===== src/rtl/text_pkg.sv =====
// Shared character codes, writer states and grid index width helper for the text path.
package text_pkg;

    localparam logic [7:0] CHR_SP    = 8'h20;
    localparam logic [7:0] CHR_BS    = 8'h08;
    localparam logic [7:0] CHR_LF    = 8'h0A;
    localparam logic [7:0] CHR_FF    = 8'h0C;
    localparam logic [7:0] CHR_CR    = 8'h0D;
    localparam logic [7:0] CHR_ESC   = 8'h1B;
    localparam logic [7:0] CHR_PRINT_MAX = 8'h7E;

    typedef enum logic [1:0] {IDLE, ESC, CLEAR} wr_state_e;

    // Index width for a grid dimension; never narrower than one bit.
    function automatic int idx_width(input int n);
        return (n > 1) ? $clog2(n) : 1;
    endfunction

endpackage


===== src/rtl/text_writer_grid_cursor.sv =====
// Cursor (col,row) register pair with advance-with-wrap, CR, LF, decrement and zero.
// Latency: operations take effect at the next clk_pix edge; adv_* and at_last are combinational.
// Backpressure: none; callers assert at most one operation per cycle.
module grid_cursor
    import text_pkg::*;
#(
    parameter  int GRID_COL = 10,
    parameter  int GRID_ROW = 5,
    localparam int CW       = idx_width(GRID_COL),
    localparam int RW       = idx_width(GRID_ROW)
) (
    input  logic          clk_pix,
    input  logic          rst_n,
    input  logic          op_zero,
    input  logic          op_adv,
    input  logic          op_cr,
    input  logic          op_lf,
    input  logic          op_dec,
    output logic [CW-1:0] col,
    output logic [RW-1:0] row,
    output logic [CW-1:0] adv_col,
    output logic [RW-1:0] adv_row,
    output logic          at_last
);

    logic [CW-1:0] col_q, col_d;
    logic [RW-1:0] row_q, row_d;
    logic          col_end;
    logic          row_end;
    logic [RW-1:0] row_inc;

    assign col_end = (col_q == CW'(GRID_COL - 1));
    assign row_end = (row_q == RW'(GRID_ROW - 1));
    assign row_inc = row_end ? '0 : row_q + RW'(1);
    assign adv_col = col_end ? '0 : col_q + CW'(1);
    assign adv_row = col_end ? row_inc : row_q;
    assign at_last = col_end && row_end;

    always_comb begin
        col_d = col_q;
        row_d = row_q;
        if (op_zero) begin
            col_d = '0;
            row_d = '0;
        end else if (op_adv) begin
            col_d = adv_col;
            row_d = adv_row;
        end else if (op_cr) begin
            col_d = '0;
        end else if (op_lf) begin
            row_d = row_inc;
        end else if (op_dec) begin
            col_d = col_q - CW'(1);
        end
    end

    always_ff @(posedge clk_pix or negedge rst_n) begin
        if (!rst_n) begin
            col_q <= '0;
            row_q <= '0;
        end else begin
            col_q <= col_d;
            row_q <= row_d;
        end
    end

    assign col = col_q;
    assign row = row_q;

endmodule


===== src/rtl/text_writer.sv =====
// Byte stream to character-cell writer: control codes, cursor, colour escape, screen clear.
// Latency: a byte accepted at edge N shows its cell write (and new cursor) in cycle N+1.
// Backpressure: in_ready drops only while CLEAR sweeps the grid; otherwise 1 byte/cycle.
module text_writer
    import text_pkg::*;
#(
    parameter  int                     GRID_ROW    = 5,
    parameter  int                     GRID_COL    = 10,
    parameter  int                     ASCII_WIDTH = 8,
    parameter  int                     COLOR_WIDTH = 4,
    parameter  logic [COLOR_WIDTH-1:0] DEFAULT_FG  = 4'hF,
    parameter  logic [COLOR_WIDTH-1:0] DEFAULT_BG  = 4'h0,
    localparam int                     CW          = idx_width(GRID_COL),
    localparam int                     RW          = idx_width(GRID_ROW)
) (
    input  logic                   clk_pix,
    input  logic                   rst_n,
    input  logic [ASCII_WIDTH-1:0] in_data,
    input  logic                   in_valid,
    output logic                   in_ready,
    output logic                   wr_en,
    output logic [CW-1:0]          wr_col,
    output logic [RW-1:0]          wr_row,
    output logic [ASCII_WIDTH-1:0] wr_char,
    output logic [COLOR_WIDTH-1:0] wr_fg,
    output logic [COLOR_WIDTH-1:0] wr_bg,
    output logic [CW-1:0]          cur_col,
    output logic [RW-1:0]          cur_row,
    output logic                   busy
);

    wr_state_e              state_q, state_d;
    logic [COLOR_WIDTH-1:0] fg_q, fg_d, bg_q, bg_d;
    logic                   wr_en_q, wr_en_d;
    logic [CW-1:0]          wr_col_q, wr_col_d;
    logic [RW-1:0]          wr_row_q, wr_row_d;
    logic [ASCII_WIDTH-1:0] wr_char_q, wr_char_d;
    logic [COLOR_WIDTH-1:0] wr_fg_q, wr_fg_d, wr_bg_q, wr_bg_d;

    logic          op_zero, op_adv, op_cr, op_lf, op_dec;
    logic [CW-1:0] adv_col;
    logic [RW-1:0] adv_row;
    logic          at_last;

    // Doubles as the CLEAR sweep counter, so cur_* tracks the sweep during a clear.
    grid_cursor #(
        .GRID_COL (GRID_COL),
        .GRID_ROW (GRID_ROW)
    ) u_cursor (
        .clk_pix (clk_pix),
        .rst_n   (rst_n),
        .op_zero (op_zero),
        .op_adv  (op_adv),
        .op_cr   (op_cr),
        .op_lf   (op_lf),
        .op_dec  (op_dec),
        .col     (cur_col),
        .row     (cur_row),
        .adv_col (adv_col),
        .adv_row (adv_row),
        .at_last (at_last)
    );

    always_comb begin
        state_d   = state_q;
        fg_d      = fg_q;
        bg_d      = bg_q;
        wr_en_d   = 1'b0;
        wr_col_d  = wr_col_q;
        wr_row_d  = wr_row_q;
        wr_char_d = wr_char_q;
        wr_fg_d   = wr_fg_q;
        wr_bg_d   = wr_bg_q;
        op_zero   = 1'b0;
        op_adv    = 1'b0;
        op_cr     = 1'b0;
        op_lf     = 1'b0;
        op_dec    = 1'b0;

        unique case (state_q)
            IDLE: begin
                if (in_valid) begin
                    if (in_data >= CHR_SP && in_data <= CHR_PRINT_MAX) begin
                        wr_en_d   = 1'b1;
                        wr_col_d  = cur_col;
                        wr_row_d  = cur_row;
                        wr_char_d = in_data;
                        wr_fg_d   = fg_q;
                        wr_bg_d   = bg_q;
                        op_adv    = 1'b1;
                    end else if (in_data == CHR_CR) begin
                        op_cr = 1'b1;
                    end else if (in_data == CHR_LF) begin
                        op_lf = 1'b1;
                    end else if (in_data == CHR_BS) begin
                        if (cur_col != '0) begin
                            wr_en_d   = 1'b1;
                            wr_col_d  = cur_col - CW'(1);
                            wr_row_d  = cur_row;
                            wr_char_d = CHR_SP;
                            wr_fg_d   = fg_q;
                            wr_bg_d   = bg_q;
                            op_dec    = 1'b1;
                        end
                    end else if (in_data == CHR_FF) begin
                        // First clear write issues here so the sweep starts with no bubble.
                        state_d   = CLEAR;
                        wr_en_d   = 1'b1;
                        wr_col_d  = '0;
                        wr_row_d  = '0;
                        wr_char_d = CHR_SP;
                        wr_fg_d   = fg_q;
                        wr_bg_d   = bg_q;
                        op_zero   = 1'b1;
                    end else if (in_data == CHR_ESC) begin
                        state_d = ESC;
                    end
                end
            end
            ESC: begin
                if (in_valid) begin
                    fg_d    = in_data[COLOR_WIDTH-1:0];
                    bg_d    = in_data[4 +: COLOR_WIDTH];
                    state_d = IDLE;
                end
            end
            CLEAR: begin
                if (at_last) begin
                    op_zero = 1'b1;
                    state_d = IDLE;
                end else begin
                    wr_en_d   = 1'b1;
                    wr_col_d  = adv_col;
                    wr_row_d  = adv_row;
                    wr_char_d = CHR_SP;
                    wr_fg_d   = fg_q;
                    wr_bg_d   = bg_q;
                    op_adv    = 1'b1;
                end
            end
            default: state_d = IDLE;
        endcase
    end

    always_ff @(posedge clk_pix or negedge rst_n) begin
        if (!rst_n) begin
            state_q   <= IDLE;
            fg_q      <= DEFAULT_FG;
            bg_q      <= DEFAULT_BG;
            wr_en_q   <= 1'b0;
            wr_col_q  <= '0;
            wr_row_q  <= '0;
            wr_char_q <= '0;
            wr_fg_q   <= '0;
            wr_bg_q   <= '0;
        end else begin
            state_q   <= state_d;
            fg_q      <= fg_d;
            bg_q      <= bg_d;
            wr_en_q   <= wr_en_d;
            wr_col_q  <= wr_col_d;
            wr_row_q  <= wr_row_d;
            wr_char_q <= wr_char_d;
            wr_fg_q   <= wr_fg_d;
            wr_bg_q   <= wr_bg_d;
        end
    end

    assign in_ready = (state_q != CLEAR);
    assign busy     = (state_q == CLEAR);
    assign wr_en    = wr_en_q;
    assign wr_col   = wr_col_q;
    assign wr_row   = wr_row_q;
    assign wr_char  = wr_char_q;
    assign wr_fg    = wr_fg_q;
    assign wr_bg    = wr_bg_q;

endmodule


===== config.mk =====
export PLATFORM = sky130hd
export DESIGN_NAME = text_writer
export DESIGN_NICKNAME = d
export VERILOG_FILES = /design/src/rtl/text_pkg.sv /design/src/rtl/text_writer_grid_cursor.sv /design/src/rtl/text_writer.sv
export SDC_FILE = /design/constraint.sdc
export NUM_CORES = 1
export LEC_CHECK = 0
export CORE_MARGIN = 5
export CORE_UTILIZATION = 55
export DETAILED_ROUTE_END_ITERATION = 10
export MAX_ROUTING_LAYER = met4
export PLACE_DENSITY_LB_ADDON = 0.08
export SKIP_CTS_REPAIR_TIMING = 1
export SYNTH_ARGS = -nofsm -noshare
export SYNTH_HDL_FRONTEND = slang
export SYNTH_SLANG_ARGS = --single-unit

===== constraint.sdc =====
create_clock -name clk_pix -period 7.7 [get_ports clk_pix]
set_clock_uncertainty 0.15 [all_clocks]
set_input_delay 1.925 -clock clk_pix [delete_from_list [all_inputs] [get_ports clk_pix]]
set_output_delay 1.925 -clock clk_pix [all_outputs]
set_load 0.02 [all_outputs]

==> results_dict.tcl, run 1 <==
set metrics [dict create \
    ys_seq_area_share_pct 44.52 \
    r2r-end "wr_col[0]$_DFFE_PN0P_" \
    rr_worst_depth 6 \
    rsz0062_at_grt "false" \
    yosysUniqueCellTypes 51 \
    clock-sinks 41 \
    yosysTopAreaCell "dfrtp_1" \
    critPathRequiredTime_ns 5.62 \
    syn_inst 230 \
    antenna_found_initial 0 \
    total_power_mw 0.8986 \
    path_clk_slew_ns 0.08 \
    h-tree-depth 2 \
    cts_made_buffers 5 \
    gr-total-overflow 0 \
    cp-end-kind "output pin" \
    post-route-period-util_pct 57.00 \
    syn-num-nets 247 \
    drive_gt1_share_pct 14.81 \
    period_needed_ns 4.389 \
    die_w_um 74.89 \
    synth_area_sq_mm 0.002316 \
    routed_via_density 5.969 \
    dp_cells 312 \
    fin_tns_setup_ns 0 \
    yosys_warnings 0 \
    finalHoldViolCount 0 \
    grt_pass1_wl_um 8535 \
    syn_area_per_cell_sq_um 10.07 \
    die_area_sq_mm 0.005609 \
    max_slew_margin_pct 42.59 \
    cts_root_buffer "clkbuf_8" \
    ys_ff_latch 41 \
    timing.fmax_mhz 227.9 \
    core_area_sq_mm 0.004029 \
    layout_commonest_cell "clkdlybuf4s50_1" \
    num_rows 23 \
    wl_per_cell_um 16.05 \
    synth-edff-count 0 \
    mostFrequentLayoutCells "42 x clkdlybuf4s50_1, 37 x dfrtp_1, 17 x o21ai_0" \
    synthToLayoutAreaGrowth_pct 23.55 \
    start_util_pct 57.48 \
    grt_max_degree 42 \
    endpoint "busy" \
    yosys-top-cells-area "dfrtp_1 40%, mux2_2 7.3%, dfstp_2 4.5%, o21ai_0 3.7%, mux2_1 3.4%" \
    crit_type "reg2out" \
    antenna_cells 0 \
    drt-initial-drc-count 127 \
    vias 1910 \
    regToRegStartpoint "state_q[0]$_DFFE_PN0P_" \
    worst_slew_pin_slew_ns 0.8612 \
    gp_congestion 0.8724 \
    async_flop_share_pct 100.0 \
    hold_slack_ns 0.3380 \
    fillers 320 \
    clkLatencyLatePin_ns 0.30 \
    clockBufferDepth 2 \
    cp-startpoint "state_q[0]$_DFFE_PN0P_" \
    setup_viol 0 \
    start_kind "flip-flop" \
    dp_hpwl_um 3784 \
    totalWireLength_um 5137 \
    p_per_area_mw_per_mm2 314.0 \
    fin_cells 320 \
    ir_worst_vdd_v 0.0001952 \
    grt_pass1_vias 1750 \
    ant_nets 0 \
    status "complete, no violations" \
    postLayoutCoreUtil_pct 71.02 \
    post-route-drc-count 0 \
    io_pins 44 \
    leakage_nw 1.260 \
    crit_path_max_fanout 19 \
    die_h_um 74.89 \
    r2r_slack_ns 5.06 \
    drtPass1Iterations 4 \
    io_buffer_count 43 \
    cp.arrival_ns 2.31 \
    cts_tree "built" \
    synth_top_area_share_pct 39.98 \
    maxSlewViolCount 0 \
    track_usage_pct 20.68 \
    nNetsFinal 286 \
    cap_violations 0 \
    synth_ff_type "dfrtp_1" \
    hold_class "reg2reg" \
]
==> power breakdown <==
part | total (mW) | internal [mW] | switching (mW)
combinational | 0.412 | 0.187 | 0.225
clock | 0.173 | 0.0971 | 0.0759
sequential | 0.313 | 0.257 | 0.0559
total | 0.899 | 0.542 | 0.357
==> sequential cells by signal (all words and copies together), names as in the netlist <==
name,cells
wr_en,1
wr_col,4
bg_q,4
wr_char,8
wr_fg,4
wr_row,3
wr_bg,4
u_cursor.col,4
u_cursor.row,3
state_q,2
fg_q,4
==> stage by stage <==
step                worst slack, ns  instance area [sq um]
floorplan                     3.925                   2316
global placement              3.327                   2749
detailed placement            3.256                   2749
CTS                           3.350                   2861
global route                  3.205                   2861
finish                        3.311                   2861
==> cell type report <==
type | instances | area (sq um) | share of cell area (%)
multi-input combinational | 164 | 1174 | 41.01
timing repair buffer | 44 | 432.9 | 15.13
sequential | 41 | 1031 | 36.03
clock inverter | 3 | 43.79 | 1.530
tap | 50 | 62.56 | 2.186
inverter | 13 | 48.80 | 1.705
clock buffer | 5 | 68.82 | 2.405
==> synth_stat cells, types with 3 or more instances <==
library cell   n
ha_1           6
nor2_1        15
nand2_1       16
dfstp_2        4
and3_1         3
clkbuf_1       8
dfrtp_1       37
o211ai_1       3
o2111ai_1      4
inv_1         13
nor3b_1        4
nand3b_1       3
mux2_2        15
a31oi_1        3
nand4_1        5
a21oi_1        8
nand3_1       12
o21ai_0       17
nor4_1         5
mux2_1         7
==> metal layers <==
| layer | global-route usage, % | wire length [um] | up-vias |
|---|---|---|---|
| li1 | - | - | 923 |
| met1 | 29.38 | 2378 | 926 |
| met2 | 29.88 | 2393 | 55 |
| met3 | 4.406 | 301 | 6 |
| met4 | 5.929 | 63 | 0 |
| met5 | - | 0 | - |
==> critical path: stages (launching register included) <==
cell and delay, ns:
dfrtp_1 0.45, nand2b_1 0.52, inv_1 0.38, clkdlybuf4s50_1 0.66
==> how the worst min path moves through the flow <==
stage | startpoint | to | slack [ns] | depth (start not counted)
floorplan | bg_q[3]$_DFFE_PN0P_ | bg_q[3]$_DFFE_PN0P_ | 0.29 | 2
global placement | wr_col[0]$_DFFE_PN0P_ | wr_col[0]$_DFFE_PN0P_ | 0.32 | 1
detailed placement | fg_q[2]$_DFFE_PN1P_ | fg_q[2]$_DFFE_PN1P_ | 0.33 | 2
CTS | fg_q[2]$_DFFE_PN1P_ | fg_q[2]$_DFFE_PN1P_ | 0.34 | 2
global route | wr_bg[0]$_DFFE_PN0P_ | wr_bg[0]$_DFFE_PN0P_ | 0.36 | 1
finish | fg_q[2]$_DFFE_PN1P_ | fg_q[2]$_DFFE_PN1P_ | 0.34 | 2
==> logic make-up after synthesis <==
family,after synthesis,share of synthesized area [%]
buffers and inverters,25,4.808
and+or+nand+nor,78,18.96
muxes,24,11.56
AOI/OAI and AO/OA,54,16.15
DFF,41,44.52
adders and majority gates,6,3.241
xor gates and xnor gates,2,0.7565
Power figures use the tool's default switching activity.
==> run 2: changes to the inputs <==
--- a/config.mk
+++ b/config.mk
@@ -6,7 +6,7 @@
 export NUM_CORES = 1
 export LEC_CHECK = 0
 export CORE_MARGIN = 5
-export CORE_UTILIZATION = 55
+export CORE_UTILIZATION = 52
 export DETAILED_ROUTE_END_ITERATION = 10
 export MAX_ROUTING_LAYER = met4
 export PLACE_DENSITY_LB_ADDON = 0.08
==> constraint.sdc (replaced) <==
create_clock -name clk_pix -period 4.3 [get_ports clk_pix]
set_clock_uncertainty 0.15 [all_clocks]
set_input_delay 1.075 -clock clk_pix [delete_from_list [all_inputs] [get_ports clk_pix]]
set_output_delay 1.075 -clock clk_pix [all_outputs]
set_load 0.02 [all_outputs]
==> run 2 against run 1 <==
Compared with the run above:
- sequential power rose by 80%
- register-to-register slack worse by 3.4 ns
- critical path depth up 3
- combinational power rose by 81%
==> results_dict.tcl, run 2 (synthesis gave the netlist of run 1 again) <==
set metrics [dict create \
    post-route-period-util_pct 75.50 \
    clock-sinks 41 \
    hold_class "reg2reg" \
    largest_reg_flops 8 \
    rr_worst_depth 7 \
    slowest_stage "clkdlybuf4s50_1" \
    ant_nets 0 \
    path_cells "clkdlybuf4s50_1 -> nand4_1 -> o211a_1 -> o21ai_2 -> nand2_4 -> mux2_1" \
    start_kind "input pin" \
    gp_congestion 0.8809 \
    path_clk_slew_ns 0.07 \
    p_per_area_mw_per_mm2 551.4 \
    fillers 371 \
    cp.arrival_ns 3.27 \
    cts_made_buffers 5 \
    path_buf_inv 1 \
    r2r_slack_ns 1.70 \
    io_buffer_count 43 \
    mostFrequentLayoutCells "42 x clkdlybuf4s50_1, 37 x dfrtp_1, 17 x o21ai_0" \
    path_depth 6 \
    drtPass1Iterations 4 \
    status "complete, no violations" \
    io_pins 44 \
    cts_tree "built" \
    track_usage_pct 19.47 \
    crit_path_max_fanout 19 \
    wl_per_cell_um 16.40 \
    critPathRequiredTime_ns 4.32 \
    place_area_sq_mm 0.002766 \
    fin_tns_setup_ns 0 \
    hp-start "wr_bg[1]$_DFFE_PN0P_" \
    clockBufferDepth 2 \
    r2r-end "wr_bg[1]$_DFFE_PN0P_" \
    die_h_um 76.74 \
    timing.fmax_mhz 308.0 \
    finalHoldViolCount 0 \
    regToRegStartpoint "u_cursor.col[0]$_DFFE_PN0P_" \
    clkLatencyLatePin_ns 0.30 \
    vias 1919 \
    dp_hpwl_um 3822 \
    endpoint "wr_bg[1]$_DFFE_PN0P_" \
    setup_viol 0 \
    critPathMaxStageDelay_ns 0.63 \
    cp-startpoint "in_data[2]" \
    max_slew_margin_pct 41.45 \
    core_area_sq_mm 0.004324 \
    cap_violations 0 \
    synthToLayoutAreaGrowth_pct 23.61 \
    antenna_found_initial 0 \
    maxSlewViolCount 0 \
    stdcell_area_sq_mm 0.002863 \
    totalWireLength_um 5314 \
    gr-total-overflow 0 \
    pre_cts_ws_ns 0.7455 \
    leakage_nw 1.263 \
    worst_slew_pin_slew_ns 0.8782 \
    rsz0062_at_grt "false" \
    antenna_cells 0 \
    post-route-drc-count 0 \
    period_needed_ns 3.246 \
    die_w_um 76.74 \
    routed_via_density 5.923 \
    layout_commonest_cell "clkdlybuf4s50_1" \
    num_rows 24 \
    cts_root_buffer "clkbuf_8" \
    cp-end-kind "flip-flop" \
    grt_pass1_wl_um 9087 \
    nNetsFinal 288 \
    ir_worst_vdd_v 0.0002597 \
    grt_pass1_vias 1852 \
    grt_max_degree 42 \
    drive_gt1_share_pct 15.44 \
    start_util_pct 53.56 \
    crit_family "compound AO/OA/AOI/OAI gates" \
    fin_ws_ns 1.054 \
    die_area_sq_mm 0.005888 \
    drt-initial-drc-count 129 \
    h-tree-depth 2 \
    crit_type "in2reg" \
]
-- run 2: cell types whose count changed in the layout (fill, tap and decap cells not counted), sizes merged --
cell	before	now
inv	14	13
bufinv	1	0
clkinv	1	2
buf	2	4
clkbuf	5	6
-- run 2: layer usage --
| layer | GRT usage [%] | part of all wire, % |
|---|---|---|
| met5 | - | 0 |
| met4 | 6.119 | 1.8 |
| met3 | 4.215 | 6.4 |
| met2 | 28.01 | 43 |
| met1 | 27.50 | 48 |
-- run 2: final cells by class --
cell class	count	area, sq um	share of cell area, %
Clock buffer	6	82.58	2.885
Tap cell	52	65.06	2.273
Multi-Input combinational cell	164	1174	41.00
Clock inverter	2	13.76	0.4808
Sequential cell	41	1031	36.01
Timing Repair Buffer	46	447.9	15.65
Inverter	13	48.80	1.705
-- run 2: where the power goes --
group	switching [mW]	internal, mW	total (mW)	leakage (nW)
Sequential	0.101	0.461	0.562	0.520
Clock	0.140	0.130	0.270	0.0512
Combinational	0.405	0.342	0.747	0.693
Total	0.645	0.933	1.58	1.26
-- run 2: metrics by stage --
stage               power, mW  hold WS, ns  instances  util, %
floorplan               1.044       0.2944        230        -
global placement        1.304       0.3171        316    63.98
detailed placement      1.317       0.3251        316    63.98
CTS                     1.593       0.3422        324    66.20
global route            1.694       0.3547        324    66.20
finish                  1.579       0.3350        324    66.20
-- run 2: worst min path at each step --
stage | end | slack (ns) | cells after the start
floorplan | bg_q[3]$_DFFE_PN0P_ | 0.29 | 2
global placement | bg_q[3]$_DFFE_PN0P_ | 0.32 | 2
detailed placement | wr_row[1]$_DFFE_PN0P_ | 0.33 | 1
CTS | fg_q[2]$_DFFE_PN1P_ | 0.34 | 2
global route | wr_col[3]$_DFFE_PN0P_ | 0.35 | 1
finish | wr_bg[1]$_DFFE_PN0P_ | 0.34 | 1
==> run 3: changes to the inputs <==
==> constraint.sdc (replaced) <==
create_clock -name clk_pix -period 3.4 [get_ports clk_pix]
set_clock_uncertainty 0.15 [all_clocks]
set_input_delay 0.85 -clock clk_pix [delete_from_list [all_inputs] [get_ports clk_pix]]
set_output_delay 0.85 -clock clk_pix [all_outputs]
set_load 0.02 [all_outputs]
==> run 3 against run 2 <==
Compared with the run above:
- sequential cell count unchanged
- die area did not move
- global-route usage is 0.31 points higher
- total power is 28% higher
- final cell count rose by 1.9%
- routed wire length is 1.4% higher
- sequential power up 26%
- hold slack got worse by 0.0038 ns
- clock-buffer cell count is 1 higher
- critical path depth unchanged
- combinational power grew 27%
- register-to-register slack lost 0.94 ns
- critical path type unchanged
==> results_dict.tcl, run 3 (synthesis gave the netlist of run 1 again) <==
set metrics [dict create \
    status "complete, no violations" \
    hold_class "reg2reg" \
    clockBufferDepth 2 \
    start_kind "input pin" \
    cp.arrival_ns 2.99 \
    cts_made_buffers 5 \
    die_h_um 76.74 \
    r2r_slack_ns 0.76 \
    rr_worst_depth 7 \
    clkLatencyLatePin_ns 0.29 \
    multi_input_area_sq_mm 0.001174 \
    io_buffer_count 43 \
    cp-startpoint "in_valid" \
    cp-end-kind "flip-flop" \
    path_cells "clkdlybuf4s50_1 -> or3b_2 -> nor4_1 -> and3_1 -> o21ai_0 -> a211oi_1" \
    mostFrequentLayoutCells "42 x clkdlybuf4s50_1, 37 x dfrtp_1, 17 x o21ai_0" \
    crit_type "in2reg" \
    drive_gt1_share_pct 17.27 \
    cts_root_buffer "clkbuf_8" \
    path_clk_slew_ns 0.08 \
    timing.fmax_mhz 340.5 \
    ir_worst_vdd_v 0.0003763 \
    wl_per_cell_um 16.34 \
    path_buf_inv 1 \
    finalHoldViolCount 0 \
    dp_hpwl_um 3942 \
    maxSlewViolCount 0 \
    endpoint "u_cursor.row[2]$_DFFE_PN0P_" \
    gp_congestion 0.8947 \
    nNetsFinal 294 \
    critPathRequiredTime_ns 3.46 \
    regArea_sq_mm 0.001031 \
    leakage_nw 1.296 \
    antenna_found_initial 0 \
    post-route-drc-count 0 \
    die_area_sq_mm 0.005888 \
    h-tree-depth 2 \
    drt-initial-drc-count 143 \
    p_per_area_mw_per_mm2 692.5 \
    setup_viol 0 \
    grt_pass1_vias 1835 \
    worst_slew_pin_slew_ns 0.8927 \
    drtPass1Iterations 4 \
    synthToLayoutAreaGrowth_pct 25.93 \
    rsz0062_at_grt "false" \
    ant_nets 0 \
    fin_ws_ns 0.4634 \
    grt_pass1_wl_um 9246 \
    path_depth 6 \
    track_usage_pct 19.78 \
    layout_commonest_cell "clkdlybuf4s50_1" \
    largest_reg_flops 8 \
    gr-total-overflow 0 \
    core_area_sq_mm 0.004324 \
    crit_family "simple AND/OR/NAND/NOR gates" \
    antenna_cells 0 \
    start_util_pct 53.56 \
    cts_tree "built" \
    grt_max_degree 42 \
    crit_path_max_fanout 6 \
    routed_via_density 5.909 \
    period_needed_ns 2.937 \
    num_rows 24 \
    clock-sinks 41 \
    fin_tns_setup_ns 0 \
    io_pins 44 \
    pre_cts_ws_ns 0.1518 \
    cap_violations 0 \
    critPathMaxStageDelay_ns 0.55 \
    totalWireLength_um 5391 \
    post-route-period-util_pct 86.37 \
    vias 1950 \
    max_slew_margin_pct 40.48 \
    r2r-end "wr_row[0]$_DFFE_PN0P_" \
    fillers 365 \
    die_w_um 76.74 \
    slowest_stage "clkdlybuf4s50_1" \
    regToRegStartpoint "u_cursor.col[0]$_DFFE_PN0P_" \
]
-- run 3: worst reg2reg max path, delay by kind of cell, from the launching register on --
family	cells	cell delay (ns)
simple gates	2	0.64
compound gates	2	0.41
fa+ha+maj	1	0.25
buf+inv	1	0.15
mux	1	0.40
flops	1	0.53
-- run 3: layer usage --
| metal | vias up | share of wire [%] | wire (um) | track usage (%) |
|---|---|---|---|---|
| met5 | - | 0 | 0 | - |
| met3 | 7 | 5.5 | 297 | 4.098 |
| met2 | 57 | 46 | 2484 | 27.84 |
| met4 | 0 | 0.95 | 51 | 5.594 |
| met1 | 950 | 47 | 2557 | 28.80 |
| li1 | 936 | - | - | - |
-- run 3: worst min path at each step --
stage                                  to                  start  cells past startpoint
floorplan             bg_q[3]$_DFFE_PN0P_    bg_q[3]$_DFFE_PN0P_                      2
global placement    wr_row[0]$_DFFE_PN0P_  wr_row[0]$_DFFE_PN0P_                      1
detailed placement    fg_q[2]$_DFFE_PN1P_    fg_q[2]$_DFFE_PN1P_                      2
CTS                   fg_q[2]$_DFFE_PN1P_    fg_q[2]$_DFFE_PN1P_                      2
global route          fg_q[2]$_DFFE_PN1P_    fg_q[2]$_DFFE_PN1P_                      2
finish                fg_q[2]$_DFFE_PN1P_    fg_q[2]$_DFFE_PN1P_                      2
-- run 3: area by class of cell --
type,instances,share of cell area [%]
Clock buffer,7,3.303
Clock inverter,1,0.3003
Inverter,13,1.673
Multi-Input combinational cell,164,40.24
Sequential cell,41,35.35
Tap cell,52,2.231
Timing Repair Buffer,52,16.90
-- run 3: metrics by stage --
step,util (%),hold WS (ns),std cells,total power [mW],cell area [sq um]
finish,67.45,0.3313,330,2.020,2917
global route,67.45,0.3439,330,2.181,2917
CTS,67.45,0.3353,330,2.036,2917
detailed placement,65.02,0.3232,322,1.673,2811
global placement,65.02,0.3182,322,1.654,2811
floorplan,-,0.2944,230,1.320,2316
-- run 3: where the power goes --
group / switching [mW] / total (mW) / internal [mW]
sequential: 0.127 / 0.709 / 0.583
combinational: 0.515 / 0.951 / 0.436
clock: 0.172 / 0.360 / 0.187
total: 0.813 / 2.02 / 1.21
